==> config.mk <==
export PLATFORM = sky130hd
export DESIGN_NAME = io_write_arbiter
export DESIGN_NICKNAME = d
export VERILOG_FILES = /design/src/rtl/io_arb_pkg.sv /design/src/rtl/io_rr_pick.sv /design/src/rtl/io_write_arbiter.sv
export SDC_FILE = /design/constraint.sdc
export NUM_CORES = 1
export LEC_CHECK = 0
export ABC_AREA = 1
export BUFFER_PORTS_ARGS = -buffer_cell sky130_fd_sc_hd__buf_2
export CAP_MARGIN = 20
export CORE_MARGIN = 10
export CORE_UTILIZATION = 40
export DETAILED_ROUTE_END_ITERATION = 7
export PLACE_DENSITY = 0.72
export SLEW_MARGIN = 20
export SYNTH_ARGS = -nofsm -noshare
export SYNTH_HDL_FRONTEND = slang
export SYNTH_SLANG_ARGS = --single-unit
==> constraint.sdc <==
create_clock -name clk -period 3.1 [get_ports clk]
set_input_delay 0.62 -clock clk [delete_from_list [all_inputs] [get_ports clk]]
set_output_delay 0.62 -clock clk [all_outputs]
set_load 0.1 [all_outputs]
==> src/rtl/io_arb_pkg.sv <==
// Shared types and constants for the output-port write arbiter.
package io_arb_pkg;

  typedef enum logic [1:0] {
    IDLE,
    WRITE,
    ACK
  } arb_state_e;

  localparam logic [7:0]  IO0_ADDR        = 8'h00;
  localparam logic [7:0]  IO1_ADDR        = 8'h01;
  localparam int unsigned TIMEOUT_DEFAULT = 15;

endpackage

==> src/rtl/io_rr_pick.sv <==
// Two-way round-robin picker: on a tie the requester that was not granted last wins.
module io_rr_pick (
  input  logic [1:0] eligible_i,
  input  logic       last_grant_i,
  output logic       grant_valid_o,
  output logic       grant_idx_o
);

  always_comb begin
    grant_valid_o = |eligible_i;
    grant_idx_o   = eligible_i[1];
    if (&eligible_i) begin
      grant_idx_o = ~last_grant_i;
    end
  end

endmodule

==> src/rtl/io_write_arbiter.sv <==
// Arbitrates two requesters onto the IO holding-register write path with a
// one-cycle strobe per grant and a four-phase req/ack close with timeout.
module io_write_arbiter
  import io_arb_pkg::*;
#(
  parameter int unsigned DW       = 8,
  parameter int unsigned AW       = 8,
  parameter int unsigned IO_PORTS = 2,
  parameter int unsigned TIMEOUT  = TIMEOUT_DEFAULT
) (
  input  logic          clk,
  input  logic          reset,
  input  logic          req0,
  input  logic [AW-1:0] addr0,
  input  logic [DW-1:0] data0,
  output logic          ack0,
  output logic          err0,
  input  logic          req1,
  input  logic [AW-1:0] addr1,
  input  logic [DW-1:0] data1,
  output logic          ack1,
  output logic          err1,
  output logic [AW-1:0] io_address,
  output logic [DW-1:0] io_data,
  output logic          io_writemem,
  output logic          busy,
  output logic          owner
);

  localparam logic [7:0] CNT_LAST = 8'(TIMEOUT - 1);

  arb_state_e    state_q, state_d;
  logic [1:0]    ack_q, ack_d, err_q, err_d, mask_q, mask_d;
  logic [AW-1:0] addr_q, addr_d;
  logic [DW-1:0] data_q, data_d;
  logic          wm_q, wm_d, busy_q, busy_d;
  logic          owner_q, owner_d, last_q, last_d;
  logic [7:0]    cnt_q, cnt_d;

  logic [1:0]    req_v, eligible;
  logic          grant_valid, grant_idx;
  logic [AW-1:0] sel_addr;
  logic [DW-1:0] sel_data;

  assign req_v    = {req1, req0};
  assign eligible = req_v & ~mask_q;
  assign sel_addr = grant_idx ? addr1 : addr0;
  assign sel_data = grant_idx ? data1 : data0;

  io_rr_pick u_pick (
    .eligible_i    (eligible),
    .last_grant_i  (last_q),
    .grant_valid_o (grant_valid),
    .grant_idx_o   (grant_idx)
  );

  always_comb begin
    state_d = state_q;
    ack_d   = '0;
    err_d   = '0;
    wm_d    = 1'b0;
    addr_d  = addr_q;
    data_d  = data_q;
    owner_d = owner_q;
    last_d  = last_q;
    cnt_d   = cnt_q;
    // A mask only survives while its request stays high.
    mask_d  = mask_q & req_v;
    unique case (state_q)
      IDLE: begin
        if (grant_valid) begin
          owner_d = grant_idx;
          last_d  = grant_idx;
          addr_d  = sel_addr;
          data_d  = sel_data;
          cnt_d   = '0;
          if (32'(sel_addr) < IO_PORTS) begin
            state_d = WRITE;
            wm_d    = 1'b1;
          end else begin
            state_d          = ACK;
            ack_d[grant_idx] = 1'b1;
            err_d[grant_idx] = 1'b1;
          end
        end
      end
      WRITE: begin
        state_d        = ACK;
        ack_d[owner_q] = 1'b1;
      end
      ACK: begin
        if (!req_v[owner_q]) begin
          state_d = IDLE;
          cnt_d   = '0;
        end else if (cnt_q == CNT_LAST) begin
          state_d         = IDLE;
          cnt_d           = '0;
          mask_d[owner_q] = 1'b1;
        end else begin
          cnt_d          = cnt_q + 8'd1;
          ack_d[owner_q] = 1'b1;
          err_d[owner_q] = err_q[owner_q];
        end
      end
      default: state_d = IDLE;
    endcase
    busy_d = (state_d != IDLE);
  end

  always_ff @(posedge clk or negedge reset) begin
    if (!reset) begin
      state_q <= IDLE;
      ack_q   <= '0;
      err_q   <= '0;
      mask_q  <= '0;
      wm_q    <= 1'b0;
      busy_q  <= 1'b0;
      addr_q  <= '0;
      data_q  <= '0;
      owner_q <= 1'b0;
      last_q  <= 1'b1;
      cnt_q   <= '0;
    end else begin
      state_q <= state_d;
      ack_q   <= ack_d;
      err_q   <= err_d;
      mask_q  <= mask_d;
      wm_q    <= wm_d;
      busy_q  <= busy_d;
      addr_q  <= addr_d;
      data_q  <= data_d;
      owner_q <= owner_d;
      last_q  <= last_d;
      cnt_q   <= cnt_d;
    end
  end

  assign ack0        = ack_q[0];
  assign ack1        = ack_q[1];
  assign err0        = err_q[0];
  assign err1        = err_q[1];
  assign io_address  = addr_q;
  assign io_data     = data_q;
  assign io_writemem = wm_q;
  assign busy        = busy_q;
  assign owner       = owner_q;

endmodule

==> impl_metrics.toml <==
[global_route]
grt_start_max_net_pins = 37
grt_pass1_wl_um = 7510
overflow = 0
grt_pass1_vias = 1748
grt_usage_pct = 12.2
antenna_found_initial = 0

[critical_path]
r2r_end = "busy"
critPathTopFamily = "buffers and inverters"
cp-end-kind = "output port"
cp_num_buf_inv = 1
worst-path-stages = 1
max_stage_delay_ns = 0.47
worstSetupEndpoint = "owner"
cp_slowest_cell = "buf_2"
cp_max_fo = 6
arrival_ns = 1.20
cp-start-kind = "flip-flop"
r2r_start = "state_q[1]"
critPathKind = "reg -> out"
cp_cell_sequence = "buf_2"
rr_worst_depth = 5
cp.required_ns = 2.48
r2r_setup_slack_ns = 1.47
crit_path_start = "owner"

[final_layout]
antenna_cells = 0
final_nets = 317
fillers = 423
area_growth_pct = 25.2
multi_input_area_um2 = 743
drive_gt1_share_pct = 28.6
seq_area_um2 = 902

[routing]
drt_iter0_markers = 85
drc_errors = 0
drt-total-wl_um = 4270
wl_per_cell_um = 12.9
dr_total_vias = 1583
via_per_inst = 4.77
drt_pass1_iterations = 4
ant_nets = 0

[sta]
rsz0062_at_grt = "false"
max_freq_mhz = 549
hold_violations = 0
max-slew-margin-rel_pct = 48.9
setup_violations = 0
maxSlewViolCount = 0
tns_ns = 0
finalCriticalPeriod_ns = 1.82
tightest_slew_ns = 0.767
worst_clock_skew_ns = 0.00441
min_period_over_period_pct = 58.8

[placement]
portBuffers = 58
dpl.hpwl_um = 3300
place_congestion = 0.824

[cts]
cts.sinks = 36
post_cts_buffers = 0
holdBufCountCts = 0
ctsLongestPathBuffers = 2
root_buffer = "clkbuf_8"
cts.reportedPaths.clkPinSlew_ns = 0.07
cts_tree = "done"
clkLatencyLatePin_ns = 0.29
cts_buffers = 5
cts_resized = 0
cts.htree.levels = 2

[die]
core-area_um2 = 4320
initial_core_util_pct = 40.9
std_cell_rows = 24
io_pins = 59
chipHeight_um = 86.5
die_area_um2 = 7490
die_w_um = 86.5

[yosys]
ys_types = 27
syn_area_um2 = 1770
synth_seq_cells = 36
yosys.area.top_type = "dfrtp_1"
synth_area_leaders = "dfrtp_1 (49%), nand2_1 (15%), nand3_1 (8.2%), inv_1 (5.1%), o21ai_0 (2.8%)"
seq_area_frac_synth_pct = 51.0
synth_commonest_cells = "nand2_1 (69), dfrtp_1 (35), nand3_1 (29), inv_1 (24), o21ai_0 (10)"
synth_cells = 218
synth_top_area_share_pct = 49.5
synth_ff_type = "dfrtp_1"
synth_nets = 256
synth_edf_count = 0
synth.most_common_cell = "nand2_1"
yosysWarnings = 0
synth_area_per_cell_um2 = 8.12
async_flop_share_pct = 100

[outcome]
status = "finished clean"

[hold_path]
hold_class = "in -> async"

[run]
maxCapViolations = 0
## how the worst min path moves through the flow
stage,start,end,slack [ns],depth (start not counted)
6_report,reset,cnt_q[6],0.40,1
5_1_grt,reset,cnt_q[6],0.47,1
4_1_cts,reset,io_address[7],0.43,1
3_5_place_dp,io_address[2],io_address[2],0.47,2
3_3_place_gp,io_address[2],io_address[2],0.47,2
2_1_floorplan,reset,ack_q[0],0.32,0
## stage by stage
stage               instance area, µm²  hold slack [ns]  utilization, %  cells  worst slack (ns)
floorplan                         1770            0.324               -    218              1.27
global placement                  2110            0.472            48.7    324              1.23
detailed placement                2110            0.472            48.7    324              1.18
CTS                               2220            0.433            51.3    332              1.26
global route                      2220            0.465            51.3    332              1.22
finish                            2220            0.402            51.3    332              1.28
## flip-flops by register name, indices dropped and copies added, names as in the netlist
name	flops
io_writemem	1
state_q	2
last_q	1
owner	1
busy	1
io_data	8
ack_q	2
cnt_q	8
err_q	2
io_address	8
mask_q	2
## per-layer routing
| layer | up-vias | track usage, % | share of wire, % |
|---|---|---|---|
| li1 | 820 | - | - |
| met5 | - | 0 | 0 |
| met2 | 40 | 20.3 | 46 |
| met3 | 7 | 3.66 | 5.4 |
| met1 | 716 | 14.2 | 47 |
| met4 | 0 | 5.01 | 1.6 |
## layout make-up
class | instances | share of cell area (%)
clock buffers | 5 | 3.10
clock inverters | 3 | 1.92
inverters | 28 | 4.74
multi-input cells | 150 | 33.5
flip-flops and latches | 36 | 40.7
well taps | 52 | 2.93
repair buffers | 58 | 13.1
## cells by family after synthesis
kind of cell             share of synthesized area, %
flip-flops                                       51.0
AO/OA/AOI/OAI                                    6.36
AND/OR/NAND/NOR                                  33.2
adder cells (fa/ha/maj)                          1.41
XOR/XNOR                                        0.990
buffers and inverters                            7.07
## placed cells by master (no fill, tap or decap), types with 2 or more instances in the layout
master    count
nand2_1      69
o21ai_1       2
a21oi_1       2
nor2_2        2
nor2_1        9
clkbuf_8      5
xor2_1        2
dfrtp_1      35
nand3b_1      4
inv_1        24
nand2_2       2
nand4_1       3
o21ai_0      10
nor3_1        3
o22ai_1       2
nand2_4       2
nand3_1      29
ha_1          2
buf_2        58
inv_2         4
Power is not shown: default switching activity piles up to over one toggle a cycle in this logic, so the estimate is an artifact.
